[src/rtl/bool_reduce_pkg.sv]
// bool_reduce_pkg: shared mode encodings and popcount helper for the
// bool_reduce_pipe block and its combinational core.
package bool_reduce_pkg;

   localparam logic [1:0] MODE_AND = 2'd0;
   localparam logic [1:0] MODE_OR  = 2'd1;
   localparam logic [1:0] MODE_XOR = 2'd2;
   localparam logic [1:0] MODE_MAJ = 2'd3;

   // Number of ones in a word of up to 64 bits; narrower callers zero-extend.
   function automatic logic [6:0] f_popcount(input logic [63:0] v);
      logic [6:0] c;
      c = '0;
      for (int i = 0; i < 64; i++) begin
         c = c + 7'(v[i]);
      end
      return c;
   endfunction

endpackage

[src/rtl/bool_reduce_core.sv]
// bool_reduce_core: purely combinational evaluation of one word in one mode.
// Produces the selected boolean function and the popcount of the word.
module bool_reduce_core
   import bool_reduce_pkg::*;
#(
   parameter int WIDTH = 5,
   parameter int CNT_W = $clog2(WIDTH + 1)
) (
   input  logic [WIDTH-1:0] data,
   input  logic [1:0]       mode,
   output logic             f,
   output logic [CNT_W-1:0] pop
);

   // Majority threshold: strictly more than half, so an even-width tie is 0.
   localparam logic [CNT_W-1:0] HALF = CNT_W'(WIDTH / 2);

   // Evaluate popcount and the mode-selected reduction.
   always_comb begin
      pop = CNT_W'(f_popcount(64'(data)));
      f   = 1'b0;
      unique case (mode)
         MODE_AND: f = &data;
         MODE_OR:  f = |data;
         MODE_XOR: f = ^data;
         MODE_MAJ: f = (pop > HALF);
      endcase
   end

endmodule

[src/rtl/bool_reduce_pipe.sv]
// bool_reduce_pipe: two-stage valid/ready pipeline evaluating AND/OR/XOR/MAJ
// over a WIDTH-bit word and reporting its popcount.
// Optional feature macro: BOOL_REDUCE_HITCNT_EN compiles in the 16-bit
// saturating hit_count register and its hit_clr; otherwise hit_count is 0.
module bool_reduce_pipe
   import bool_reduce_pkg::*;
#(
   parameter int WIDTH = 5,
   parameter int CNT_W = $clog2(WIDTH + 1)
) (
   input  logic             clk,
   input  logic             rst_n,
   input  logic             in_valid,
   output logic             in_ready,
   input  logic [WIDTH-1:0] in_data,
   input  logic [1:0]       in_mode,
   output logic             out_valid,
   input  logic             out_ready,
   output logic             out_f,
   output logic [CNT_W-1:0] out_pop,
   output logic [15:0]      hit_count,
   input  logic             hit_clr
);

   logic             s1_valid_reg;
   logic [WIDTH-1:0] s1_data_reg;
   logic [1:0]       s1_mode_reg;
   logic [CNT_W-1:0] s1_pop_reg;
   logic             s1_and_reg;
   logic             s1_or_reg;
   logic             s1_xor_reg;

   logic             out_valid_reg;
   logic             out_f_reg;
   logic [CNT_W-1:0] out_pop_reg;

   logic             s1_adv;
   logic             s2_adv;
   logic             f_next;
   logic             core_f;
   logic [CNT_W-1:0] core_pop_unused;

   // Handshake: stage 2 moves when empty or drained; stage 1 follows it.
   // in_ready is combinational from out_ready (no skid buffer) and held low in reset.
   always_comb begin
      s2_adv   = !out_valid_reg || out_ready;
      s1_adv   = !s1_valid_reg || s2_adv;
      in_ready = s1_adv && rst_n;
   end

   // Stage 1: capture the beat with its mode, popcount and basic reductions.
   always_ff @(posedge clk or negedge rst_n) begin
      if (!rst_n) begin
         s1_valid_reg <= 1'b0;
         s1_data_reg  <= '0;
         s1_mode_reg  <= MODE_AND;
         s1_pop_reg   <= '0;
         s1_and_reg   <= 1'b0;
         s1_or_reg    <= 1'b0;
         s1_xor_reg   <= 1'b0;
      end else if (s1_adv) begin
         s1_valid_reg <= in_valid;
         if (in_valid) begin
            s1_data_reg <= in_data;
            s1_mode_reg <= in_mode;
            s1_pop_reg  <= CNT_W'(f_popcount(64'(in_data)));
            s1_and_reg  <= &in_data;
            s1_or_reg   <= |in_data;
            s1_xor_reg  <= ^in_data;
         end
      end
   end

   // Majority comes from the shared core evaluated on the stage-1 word.
   bool_reduce_core #(
      .WIDTH (WIDTH),
      .CNT_W (CNT_W)
   ) u_core (
      .data (s1_data_reg),
      .mode (s1_mode_reg),
      .f    (core_f),
      .pop  (core_pop_unused)
   );

   // Stage-2 function select by the captured mode.
   always_comb begin
      f_next = 1'b0;
      unique case (s1_mode_reg)
         MODE_AND: f_next = s1_and_reg;
         MODE_OR:  f_next = s1_or_reg;
         MODE_XOR: f_next = s1_xor_reg;
         MODE_MAJ: f_next = core_f;
      endcase
   end

   // Stage 2: output register; holds its value while stalled by out_ready.
   always_ff @(posedge clk or negedge rst_n) begin
      if (!rst_n) begin
         out_valid_reg <= 1'b0;
         out_f_reg     <= 1'b0;
         out_pop_reg   <= '0;
      end else if (s2_adv) begin
         out_valid_reg <= s1_valid_reg;
         if (s1_valid_reg) begin
            out_f_reg   <= f_next;
            out_pop_reg <= s1_pop_reg;
         end
      end
   end

   assign out_valid = out_valid_reg;
   assign out_f     = out_f_reg;
   assign out_pop   = out_pop_reg;

`ifdef BOOL_REDUCE_HITCNT_EN
   logic [15:0] hit_count_reg;

   // Saturating count of delivered f=1 results; clear beats increment.
   always_ff @(posedge clk or negedge rst_n) begin
      if (!rst_n) begin
         hit_count_reg <= '0;
      end else if (hit_clr) begin
         hit_count_reg <= '0;
      end else if (out_valid_reg && out_ready && out_f_reg && (hit_count_reg != 16'hFFFF)) begin
         hit_count_reg <= hit_count_reg + 16'd1;
      end
   end

   assign hit_count = hit_count_reg;
`else
   logic unused_hit_clr;

   assign unused_hit_clr = hit_clr;
   assign hit_count      = 16'h0000;
`endif

endmodule

[config.mk]
export PLATFORM = sky130hd
export DESIGN_NAME = bool_reduce_pipe
export DESIGN_NICKNAME = d
export VERILOG_FILES = /design/src/rtl/bool_reduce_pkg.sv /design/src/rtl/bool_reduce_core.sv /design/src/rtl/bool_reduce_pipe.sv
export SDC_FILE = /design/constraint.sdc
export NUM_CORES = 1
export LEC_CHECK = 0
export BUFFER_PORTS_ARGS = -buffer_cell sky130_fd_sc_hd__clkbuf_2
export CORE_UTILIZATION = 40
export CTS_BUF_LIST = sky130_fd_sc_hd__clkbuf_16
export DETAILED_ROUTE_END_ITERATION = 10
export PLACE_DENSITY_LB_ADDON = 0.12
export SLEW_MARGIN = 20
export SYNTH_ARGS = -nofsm -noshare
export SYNTH_HDL_FRONTEND = slang
export SYNTH_SLANG_ARGS = --single-unit
[constraint.sdc]
create_clock -name clk -period 7.1 [get_ports clk]
set_input_delay 1.42 -clock clk [delete_from_list [all_inputs] [get_ports clk]]
set_output_delay 1.42 -clock clk [all_outputs]
set_load 0.1 [all_outputs]
# [After elaboration in Yosys (flattened, before gate mapping)]
# Index checks and enable logic that the tools add are counted.
[word_totals] output_inout_bits=22 word_cells=34 inputBits=12 regBits=19
[classes] n_reduce_logical=11 n_eq_ne=3 magnitude_cmp=1 addsub=8 muxes=1
[ops] op="adder 3 x 1 -> 3 bit" n=5
[ops] op="AND reduction 5 bit" n=1
[ops] op="OR reduction 5 bit" n=1
[ops] op="parity 5 bit" n=1
[ops] op="adder 1 x 1 -> 2 bit" n=2
[ops] op="equality test 2 bit, second input constant" n=2
[ops] op="one-hot mux 1 bit (4 select lines)" n=1
[ops] op="AND reduction 2 bit" n=2
[ops] op="adder 2 x 1 -> 3 bit" n=1
[ops] op="> comparator 3 x 2 -> 1 bit, second input constant" n=1
[ops] op="equality test 2 x 1 -> 1 bit, second input constant" n=1
[ops] op="logical NOT 1 bit" n=2
[ops] op="logical NOT 2 bit" n=1
[ops] op="logical OR 1 bit" n=2
[ops] op="logical AND 1 bit" n=1

# [Logic depth before layout (Yosys ltp)]
[depth] depth_word=6 depth_mapped=9 ltp_nobuf=9

# [Cells and area by module]
# Synthesis repeated with hierarchy kept, for this count alone.
[unflattened] hier_cells=104 hier_area_um2=1241.2
[by_module_without_submodules] mod="bool_reduce_pipe" seq_area_each_um2=475.5 area_each_um2=1022.2 n_inst=1 cells_each=79
[by_module_without_submodules] mod="bool_reduce_core" seq_area_each_um2=0.0 area_each_um2=219.0 n_inst=1 cells_each=25

# [Worst setup path before layout]
# Ideal clock, no wire load.
[synth_timing] kind="input-to-output" from="in out_ready" to="out in_ready" path_slack_ps=3327 t_arrival_ps=2353 cell_stages=2 t_required_ps=5680 n_path_buf=0 path_cell_list="nand3b_1 -> and2_1"
[synth_via] elab_chain_cells=3
[synth_rtl] element="start: declaration" line_no="bool_reduce_pipe.sv:18" source="input logic out_ready,"
[synth_rtl] element="logical OR 1 bit" line_no="bool_reduce_pipe.sv:46" source="s2_adv = !out_valid_reg || out_ready;"
[synth_rtl] element="logical OR 1 bit" line_no="bool_reduce_pipe.sv:47" source="s1_adv = !s1_valid_reg || s2_adv;"
[synth_rtl] element="logical AND 1 bit" line_no="bool_reduce_pipe.sv:48" source="in_ready = s1_adv && rst_n;"
[synth_rtl] element="end: declaration" line_no="bool_reduce_pipe.sv:14" source="output logic in_ready,"
# No other way between the ends.

# [Final worst setup path]
[layout_timing] from="in rst_n" to="out in_ready"
[layout_via] elab_chain_cells=1
[layout_rtl] element="start: declaration" line_no="bool_reduce_pipe.sv:12" source="input logic rst_n,"
[layout_rtl] element="logical AND 1 bit" line_no="bool_reduce_pipe.sv:48"
# No other way between the ends.

==> run metrics <==
post-route minimum period=about 3.9 ns; drt wl/cell=11.45 µm; number of flip-flops in the largest register=5; post_cts resized=0; first-pass GRT wire length=about 2.7 mm; die area=2963 µm²; startpoint types=input port; Mapped Cells=89; Mapped Area=roughly 1100 µm²; cells taking the most area after synthesis=dfrtp_1, mux2_2, buf_4; Yosys reg bits=19; initial antenna violation count=0; Synth cell types=19; RSZ-0062 raised after global routing=false; worst-path fanout max=20; hold-fix buffer count after cts=0; vias in the first global route=643; Via density=between 4 and 5; Reg clk slew, reported paths=0.05 ns; status=finished, final reports clean; skew final=0.003069 ns; top_reg_cell synth=dfrtp_1; max_slew headroom=62.52%; Slew @ Worst Pin=around 0.56 ns; Crit Path Category=in -> out; Max Fclk=roughly 0.26 GHz; Hold Path Class=reg -> reg; aggregate routed wire length=between 1.5 and 2 mm; cell taking the most area after synthesis=dfrtp_1; max_cap viols=0; Max Slew Vio Count=0; Max Buffers Root-to-Sink=2; CTS buffer count=3; endpoint class of the critical path=primary output; IO Count=34; HPWL after detailed placement=1.211 mm; gpl congestion=just under 0.7; Post-synth ARST share=100.0%; number of flops mapped to enable cells by yosys=0; Synth Area per Inst=12.36 µm²; Skew-Pair Late Insertion Delay=0.25 ns; final setup fails=0; Total GRT Usage=between 10% and 20%; DR pass1 iterations=2; setup TNS=0 ns; CTS tree=done; share of layout cells above drive strength 1=~33%; final worst path period share=between 50% and 60%; H-tree Lvls=1; nets=between 100 and 150; Die H=between 50 and 60 µm; number of routed nets with antenna violations=0; P per Cell Area=~370 nW/µm²; Post-CTS Setup Inserts=0; port bufs=16; WP data required=between 5 and 6 ns; arrival time at the worst endpoint=roughly 2.5 ns; Yosys Warn Count=0; core area=2545 µm²; Pleak=about 0.64 nW; initial core utilization=between 40% and 50%; root buffer cell=clkbuf_16; maximum VDD drop=about 0.25 mV; Vias=approximately 630; diode count=0; Remaining Overflow, GRT=0; Hold Vio Cnt, Final=0; pin count of the biggest net entering global routing=21; Residual DRC=0; clock sinks=19; post-synthesis sequential area ratio=between 40% and 50%; die width=~54 µm; initial drt markers=3; Synth top area share=a little over two fifths; hold_ws=0.4998 ns; row cnt=18; P&R area growth vs syn=11.38%
[area by class of cell]
cell class / count / area [µm²]
clock inverter: 1 / 3.754
clock buffer: 3 / 75.07
sequential: 19 / 475.5
inverter: 9 / 33.78
fill: 255 / 1320
tap: 30 / 37.54
multi-input combinational: 59 / 519.2
timing repair buffer: 16 / 80.08
[worst max-delay path, cell delays in order]
cell      delay, ns
clkbuf_2       0.38
and2_1         0.20
clkbuf_2       0.45
[per-layer routing]
metal | up-vias | share of wire, % | track usage [%]
met5 | - | 0 | 0
met4 | 0 | 3.1 | 8.974
met3 | 5 | 3.8 | 2.500
met2 | 26 | 48 | 24.19
met1 | 308 | 45 | 14.16
li1 | 289 | - | -
[layout by cell type, fill, tap and decap left out, types with 2 or more instances in the layout]
| master | count |
|---|---|
| clkbuf_16 | 3 |
| clkbuf_2 | 16 |
| conb_1 | 16 |
| dfrtp_1 | 19 |
| fa_1 | 4 |
| ha_1 | 7 |
| inv_1 | 10 |
| mux2_2 | 15 |
| nand2_1 | 3 |
| nand2b_1 | 3 |
| xnor2_1 | 2 |
[cells in the mapped netlist (2+ instances only)]
cell type and instances:
buf_4 17, dfrtp_1 19, fa_1 4, ha_1 7, inv_1 9, mux2_2 15
nand2_1 3, nand2b_1 3, xnor2_1 2
[per-stage QoR]
step,setup slack (ns),std cells,instance area (µm²),power (mW),util [%]
6_report,3.220,137,1225,0.4485,48.13
3_3_place_gp,3.166,133,1146,0.3361,45.03
4_1_cts,3.171,137,1225,0.4542,48.13
5_1_grt,3.097,137,1225,0.4722,48.13
2_1_floorplan,3.327,104,1156,0.3160,-
3_5_place_dp,3.171,133,1146,0.3400,45.03
[where the power goes]
| part | total (mW) | internal, mW | switching (mW) |
|---|---|---|---|
| Sequential | 0.142 | 0.131 | 0.0110 |
| Combinational | 0.194 | 0.0464 | 0.147 |
| Clock | 0.112 | 0.0748 | 0.0375 |
[path summary, 6_finish.rpt]
check	from	end	slack, ns	cells past startpoint
worst max-delay path	rst_n	in_ready	3.22	3
worst min register to register	s1_pop_reg[1]	out_pop[1]	0.50	1
min in group asynchronous	rst_n	s1_pop_reg[2]	1.12	1
worst max register to register	s1_data_reg[0]	out_f	4.25	9
worst min-delay path	s1_pop_reg[1]	out_pop[1]	0.50	1
max in group asynchronous	rst_n	out_f	5.66	1
[logic make-up after synthesis]
logic type / share of synthesized area (%)
muxes: 18.32
DFF: 43.23
and+or+nand+nor: 4.893
xor gates and xnor gates: 1.593
buffers and inverters: 14.68
adders and majority gates: 15.24
AOI/OAI and AO/OA: 1.707
other: 0.3410
(Power assumes the default switching activity.)
